## src/rtl/wfg_drive_spi_mc.sv

```systemverilog
// SPI master driver for the waveform generator: serialises AXI-stream words onto
// an SPI bus with runtime-selectable chip select, SPI mode, bit order and burst framing.
module wfg_drive_spi_mc #(
    parameter int  AXIS_DATA_WIDTH = 32,
    parameter int  NUM_CS          = 4,
    parameter int  DIV_WIDTH       = 8,
    localparam int FLW             = $clog2(AXIS_DATA_WIDTH),
    localparam int CSW             = (NUM_CS > 1) ? $clog2(NUM_CS) : 1
) (
    input  logic                       clk,
    input  logic                       rst_n,
    input  logic                       wfg_pat_sync_i,
    output logic                       wfg_axis_tready_o,
    input  logic                       wfg_axis_tvalid_i,
    input  logic                       wfg_axis_tlast_i,
    input  logic [AXIS_DATA_WIDTH-1:0] wfg_axis_tdata_i,
    input  logic                       ctrl_en_q_i,
    input  logic [DIV_WIDTH-1:0]       clkcfg_div_q_i,
    input  logic [FLW-1:0]             cfg_flen_q_i,
    input  logic                       cfg_cpol_q_i,
    input  logic                       cfg_cpha_q_i,
    input  logic                       cfg_lsbfirst_q_i,
    input  logic [CSW-1:0]             cfg_cs_sel_q_i,
    input  logic                       cfg_sspol_q_i,
    input  logic                       cfg_burst_q_i,
    input  logic [7:0]                 cfg_gap_q_i,
    output logic                       wfg_drive_spi_sclk_o,
    output logic [NUM_CS-1:0]          wfg_drive_spi_cs_no,
    output logic                       wfg_drive_spi_sdo_o,
    output logic                       busy_o,
    output logic [2:0]                 dbg_state_o
);

    typedef enum logic [2:0] {IDLE, LEAD, SHIFT, TRAIL, HOLD, GAP} state_t;

    state_t                     state;
    logic [DIV_WIDTH-1:0]       div_cnt, div_l;
    logic [7:0]                 gap_cnt, gap_l;
    logic [FLW-1:0]             bit_cnt, flen_l, bit_sel;
    logic                       phase;
    logic [AXIS_DATA_WIDTH-1:0] data_q;
    logic                       last_q;
    logic                       cpol_l, cpha_l, lsb_l, sspol_l, burst_l;
    logic [CSW-1:0]             cs_sel_l;
    logic                       sclk_d, sdo_d;
    logic [NUM_CS-1:0]          cs_d;
    logic                       hs, half_done;

    // A beat transfers in any cycle where tvalid and tready are both high; tready
    // never depends on tvalid, and tvalid/tdata/tlast are sampled only on that cycle.
    assign wfg_axis_tready_o = ((state == IDLE) & wfg_pat_sync_i & ctrl_en_q_i) |
                               ((state == HOLD) & ctrl_en_q_i);
    assign hs          = wfg_axis_tvalid_i & wfg_axis_tready_o;
    assign half_done   = (div_cnt == '0);
    assign busy_o      = (state != IDLE);
    assign dbg_state_o = state;

    // Next pin levels; the pin flops make every SPI pin lag the state by one cycle.
    always_comb begin
        bit_sel = lsb_l ? bit_cnt : flen_l - bit_cnt;
        sclk_d  = cpol_l;
        sdo_d   = 1'b0;
        cs_d    = {NUM_CS{~sspol_l}};
        case (state)
            IDLE: begin
                sclk_d = cfg_cpol_q_i;
                cs_d   = {NUM_CS{~cfg_sspol_q_i}};
            end
            SHIFT: begin
                sclk_d = (phase ^ cpha_l) ^ cpol_l;
                sdo_d  = data_q[bit_sel];
            end
            default: ;
        endcase
        if (state inside {LEAD, SHIFT, TRAIL, HOLD}) begin
            for (int i = 0; i < NUM_CS; i++) begin
                if (int'(cs_sel_l) == i) cs_d[i] = sspol_l;
            end
        end
    end

    always_ff @(posedge clk or negedge rst_n) begin
        if (!rst_n) begin
            state                <= IDLE;
            div_cnt              <= '0;
            div_l                <= '0;
            gap_cnt              <= '0;
            gap_l                <= '0;
            bit_cnt              <= '0;
            flen_l               <= '0;
            phase                <= 1'b0;
            data_q               <= '0;
            last_q               <= 1'b0;
            cpol_l               <= 1'b0;
            cpha_l               <= 1'b0;
            lsb_l                <= 1'b0;
            sspol_l              <= 1'b0;
            burst_l              <= 1'b0;
            cs_sel_l             <= '0;
            wfg_drive_spi_sclk_o <= 1'b0;
            wfg_drive_spi_sdo_o  <= 1'b0;
            wfg_drive_spi_cs_no  <= '1;
        end else begin
            wfg_drive_spi_sclk_o <= sclk_d;
            wfg_drive_spi_sdo_o  <= sdo_d;
            wfg_drive_spi_cs_no  <= cs_d;

            // IDLE/HOLD preload the divider so the next timed state starts a full half-period.
            if (state == IDLE)      div_cnt <= clkcfg_div_q_i;
            else if (state == HOLD) div_cnt <= div_l;
            else if (half_done)     div_cnt <= div_l;
            else                    div_cnt <= div_cnt - DIV_WIDTH'(1);

            case (state)
                IDLE: if (hs) begin
                    data_q   <= wfg_axis_tdata_i;
                    last_q   <= wfg_axis_tlast_i;
                    div_l    <= clkcfg_div_q_i;
                    gap_l    <= cfg_gap_q_i;
                    flen_l   <= cfg_flen_q_i;
                    cpol_l   <= cfg_cpol_q_i;
                    cpha_l   <= cfg_cpha_q_i;
                    lsb_l    <= cfg_lsbfirst_q_i;
                    sspol_l  <= cfg_sspol_q_i;
                    burst_l  <= cfg_burst_q_i;
                    cs_sel_l <= cfg_cs_sel_q_i;
                    state    <= LEAD;
                end
                LEAD: if (half_done) begin
                    phase   <= 1'b0;
                    bit_cnt <= '0;
                    state   <= SHIFT;
                end
                SHIFT: if (half_done) begin
                    if (!phase) begin
                        phase <= 1'b1;
                    end else if (bit_cnt == flen_l) begin
                        state <= TRAIL;
                    end else begin
                        phase   <= 1'b0;
                        bit_cnt <= bit_cnt + FLW'(1);
                    end
                end
                TRAIL: if (half_done) begin
                    gap_cnt <= gap_l;
                    state   <= (burst_l && !last_q && ctrl_en_q_i) ? HOLD : GAP;
                end
                HOLD: begin
                    if (hs) begin
                        data_q  <= wfg_axis_tdata_i;
                        last_q  <= wfg_axis_tlast_i;
                        phase   <= 1'b0;
                        bit_cnt <= '0;
                        state   <= SHIFT;
                    end else if (!ctrl_en_q_i) begin
                        gap_cnt <= gap_l;
                        state   <= GAP;
                    end
                end
                GAP: if (half_done) begin
                    if (gap_cnt == '0) state <= IDLE;
                    else               gap_cnt <= gap_cnt - 8'd1;
                end
                default: state <= IDLE;
            endcase
        end
    end

endmodule

```

## config.mk

```make
export PLATFORM = sky130hd
export DESIGN_NAME = wfg_drive_spi_mc
export DESIGN_NICKNAME = d
export VERILOG_FILES = /design/src/rtl/wfg_drive_spi_mc.sv
export SDC_FILE = /design/constraint.sdc
export NUM_CORES = 1
export LEC_CHECK = 0
export ABC_CLOCK_PERIOD_IN_PS = 2390
export CAP_MARGIN = 20
export CORE_UTILIZATION = 49
export CTS_CLUSTER_SIZE = 16
export DETAILED_ROUTE_END_ITERATION = 10
export PLACE_DENSITY = 0.77
export SLEW_MARGIN = 20
export SYNTH_ARGS = -nofsm -noshare
export SYNTH_HDL_FRONTEND = slang
export SYNTH_SLANG_ARGS = --single-unit
```

## constraint.sdc

```tcl
create_clock -name clk -period 2.39 [get_ports clk]
set_input_delay 0.478 -clock clk [delete_from_list [all_inputs] [get_ports clk]]
set_output_delay 0.478 -clock clk [all_outputs]
set_load 0.01 [all_outputs]
```

==> impl_metrics.json <==
{
  "critPathRequiredTime_ns": 2.64,
  "first_global_vias": 3545,
  "worstMarginPinSlew_ns": 0.473,
  "htreeDepth": 3,
  "clock-sinks": 92,
  "setup_ws_ns": -0.0714,
  "place_congestion": 0.853,
  "place_hpwl_um": 7450,
  "core_mm2": 0.00973,
  "seqPwrFrac_pct": 54.8,
  "fmax_mhz": 406,
  "clock_path_buffers": 2,
  "synth_seq_area_share_pct": 47.2,
  "cts_tree": "built",
  "path_clk_slew_ns": 0.09,
  "die_w_um": 102,
  "cts_root_buf": "clkbuf_8",
  "grt_start_max_net_pins": 60,
  "wire_per_inst_um": 15.7,
  "grt_first_pass_wirelength_um": 16700,
  "grt.overflow.total": 0,
  "port_buffers": 76,
  "drc": 1,
  "grt_use_met2_pct": 35.2,
  "synthesis.instances": 435,
  "r2r_slack_ns": -0.07,
  "r2r_start": "flen_l[0]$_DFFE_PN0P_",
  "clock_skew_ns": 0.0132,
  "powerDensity_mw_per_mm2": 473,
  "slew_headroom_pct": 68.2,
  "design_area_mm2": 0.00621,
  "multi_input_area_mm2": 0.00251,
  "drtIter0Drc": 154,
  "drt_pass1_iterations": 7,
  "p_leak_nw": 2.86,
  "switching_share_pct": 21.6,
  "antennaDiodeCount": 0,
  "status": "complete, but fails checks",
  "yosysUniqueCellTypes": 60,
  "period_share_pct": 103,
  "drv_slew": 0,
  "criticalPathCategory": "reg2reg",
  "finalSetupViolCount": 1,
  "min_path_type": "in2async",
  "grt-busiest-layer": "met2",
  "cts_buffers": 9,
  "hold_violations": 0,
  "drv_cap": 0,
  "initial_utilization_pct": 50.2,
  "synth_top_area_share_pct": 45.1,
  "power.total_w": 0.00294,
  "synth_edf_count": 0,
  "vias_per_cell": 5.41,
  "dieArea_mm2": 0.0104,
  "vias": 3583,
  "fp-row-count": 36,
  "cp_max_fo": 4,
  "failed_checks": "DRC, setup timing",
  "syn_to_final_growth_pct": 27.0,
  "fin_nets": 600,
  "place_area_mm2": 0.00592,
  "antenna_found_initial": 0,
  "wirelength_um": 10400,
  "drive_gt1_share_pct": 26.8,
  "synth_area_mm2": 0.00489,
  "synth_top_area_cell": "dfrtp_1",
  "yosys-top-cells-area": "dfrtp_1 45%, mux2_2 11%, mux2_4 6.1%, o21ai_0 3.4%, nand2_1 2.9%",
  "globalRouteTotalUtil_pct": 20.9,
  "synth_top_flop_cell": "dfrtp_1",
  "yosysWarnings": 0,
  "intPower_w": 0.00230,
  "critPathLaunchType": "register",
  "timing.rr.end": "wfg_drive_spi_sdo_o$_DFF_PN0_",
  "clock_latency_ns": 0.37,
  "regArea_mm2": 0.00231,
  "ant_nets": 0,
  "pwr-share-comb_pct": 9.1,
  "min_period_ns": 2.46,
  "use_met3_pct": 3.49,
  "ir_worst_vdd_uv": 238,
  "r2r.worst_path.cells": 10,
  "syn_area_per_cell_um2": 11.2,
  "die_h_um": 102,
  "gr-usage-met1_pct": 26.8,
  "n_fill_cell": 767,
  "endpoint_kind": "register",
  "rsz0062_at_grt": "yes",
  "p_clk_share_pct": 36.1,
  "async_reset_ff_share_pct": 100,
  "cp_data_arrival_time_ns": 2.71,
  "synth_seq_cells": 92,
  "ios": 77,
  "synth_nets": 511,
  "power_switching_w": 0.000636
}
[cells in the mapped netlist (5+ instances only)]
cell / count
a211oi_1: 8
a21oi_1: 19
and3_1: 7
buf_2: 8
clkbuf_1: 5
dfrtp_1: 88
ha_1: 9
inv_1: 16
mux2_2: 49
mux2_4: 20
nand2_1: 38
nand3_1: 11
nor2_1: 14
nor2b_1: 5
nor3_1: 6
o21ai_0: 33
o22ai_1: 8
xnor2_1: 6
xor2_1: 6
[layout by cell type, fill, tap and decap left out, types with 4 or more instances in the layout]
master,synthesis,final
nor4_1,4,4
nand3_1,11,11
clkbuf_1,5,4
mux2_1,4,4
a211oi_1,8,5
a32oi_2,0,4
mux2_2,49,49
nor3_1,6,6
clkbuf_8,0,11
nor2_1,14,14
inv_1,16,16
nand2_1,38,38
a21oi_1,19,19
xnor2_1,6,4
nand2b_1,4,4
o22ai_1,8,8
maj3_1,4,4
and3_1,7,7
mux2_4,20,20
dfstp_2,4,4
xor2_1,6,5
ha_1,9,8
nor2b_1,5,4
clkdlybuf4s50_1,0,75
buf_4,0,20
dfrtp_1,88,85
o21ai_0,33,33
o31ai_1,4,4
[per-stage QoR]
| stage | cells | TNS [ns] | util [%] | hold WS (ns) | worst slack (ns) |
|---|---|---|---|---|---|
| 2_1_floorplan | 435 | -0.0242 | - | 0.182 | -0.0242 |
| 3_3_place_gp | 646 | -0.0306 | 60.8 | 0.449 | -0.0306 |
| 3_5_place_dp | 646 | -0.0779 | 60.8 | 0.455 | -0.0779 |
| 4_1_cts | 662 | -0.0580 | 62.9 | 0.0556 | -0.0580 |
| 5_1_grt | 662 | -0.155 | 63.8 | 0.0783 | -0.155 |
| 6_report | 662 | -0.0714 | 63.8 | 0.0476 | -0.0714 |
[worst max path at each step]
| stage | from | endpoint | slack, ns |
|---|---|---|---|
| finish | flen_l[0]$_DFFE_PN0P_ | wfg_drive_spi_sdo_o$_DFF_PN0_ | -0.07 |
| global route | flen_l[0]$_DFFE_PN0P_ | wfg_drive_spi_sdo_o$_DFF_PN0_ | -0.15 |
| CTS | flen_l[0]$_DFFE_PN0P_ | wfg_drive_spi_sdo_o$_DFF_PN0_ | -0.06 |
| detailed placement | flen_l[0]$_DFFE_PN0P_ | wfg_drive_spi_sdo_o$_DFF_PN0_ | -0.08 |
| global placement | flen_l[0]$_DFFE_PN0P_ | wfg_drive_spi_sdo_o$_DFF_PN0_ | -0.03 |
| floorplan | bit_cnt[0]$_DFFE_PN0P_ | wfg_drive_spi_sdo_o$_DFF_PN0_ | -0.02 |
[kinds of logic after synthesis]
| kind of cell | Yosys count | share of synthesized area [%] |
|---|---|---|
| multiplexers | 76 | 19.0 |
| AND/OR/NAND/NOR | 117 | 13.5 |
| buffers and inverters | 36 | 3.43 |
| adder cells (fa/ha/maj) | 14 | 3.53 |
| flip-flops | 92 | 47.2 |
| XOR/XNOR | 12 | 2.15 |
| AO/OA/AOI/OAI | 88 | 11.2 |
[state kept, by name, indices dropped and copies added (netlist names), 2 cells and up]
signal,count
flen_l,5
dbg_state_o,3
div_cnt,8
gap_l,8
cs_sel_l,2
bit_cnt,5
data_q,32
wfg_drive_spi_cs_no,4
div_l,8
gap_cnt,8
[power by group through the flow]
stage	logic [W]	clock network [W]	registers [W]
6_report	0.000269	0.00106	0.00161
5_1_grt	0.000292	0.00115	0.00161
4_1_cts	0.000263	0.00108	0.00161
3_5_place_dp	0.000261	0	0.00164
3_3_place_gp	0.000255	0	0.00164
2_1_floorplan	0.0000808	0	0.00164
[layout make-up]
type,instances,area share (%)
Inverter,16,0.967
Tap cell,133,2.68
Sequential cell,92,37.2
Timing Repair Buffer,98,15.5
Multi-Input combinational cell,307,40.5
Clock buffer,15,2.68
Clock inverter,1,0.484
[timing repair]
item,4_1_cts,5_1_grt
setup endpoints to repair,3,3
pin swaps,5,5
hold buffers,0,0
buffers inserted,0,0
resized for setup,2,16
[metal layers]
metal,routed length (µm),up-vias,share of wire [%]
li1,-,1737,-
met1,4640,1756,45
met2,5170,76,50
met3,368,14,3.5
met4,193,0,1.9
met5,0,-,0
[worst max-delay path, stage by stage, from the launching register on]
cell	delay, ns
dfrtp_1	0.38
inv_1	0.06
ha_2	0.16
inv_1	0.05
fa_2	0.53
nor2b_2	0.22
a32oi_2	0.12
a211oi_1	0.24
nor4_1	0.09
and3_1	0.20
o41a_1	0.31
Note: power is estimated with default switching activity, not from simulation.
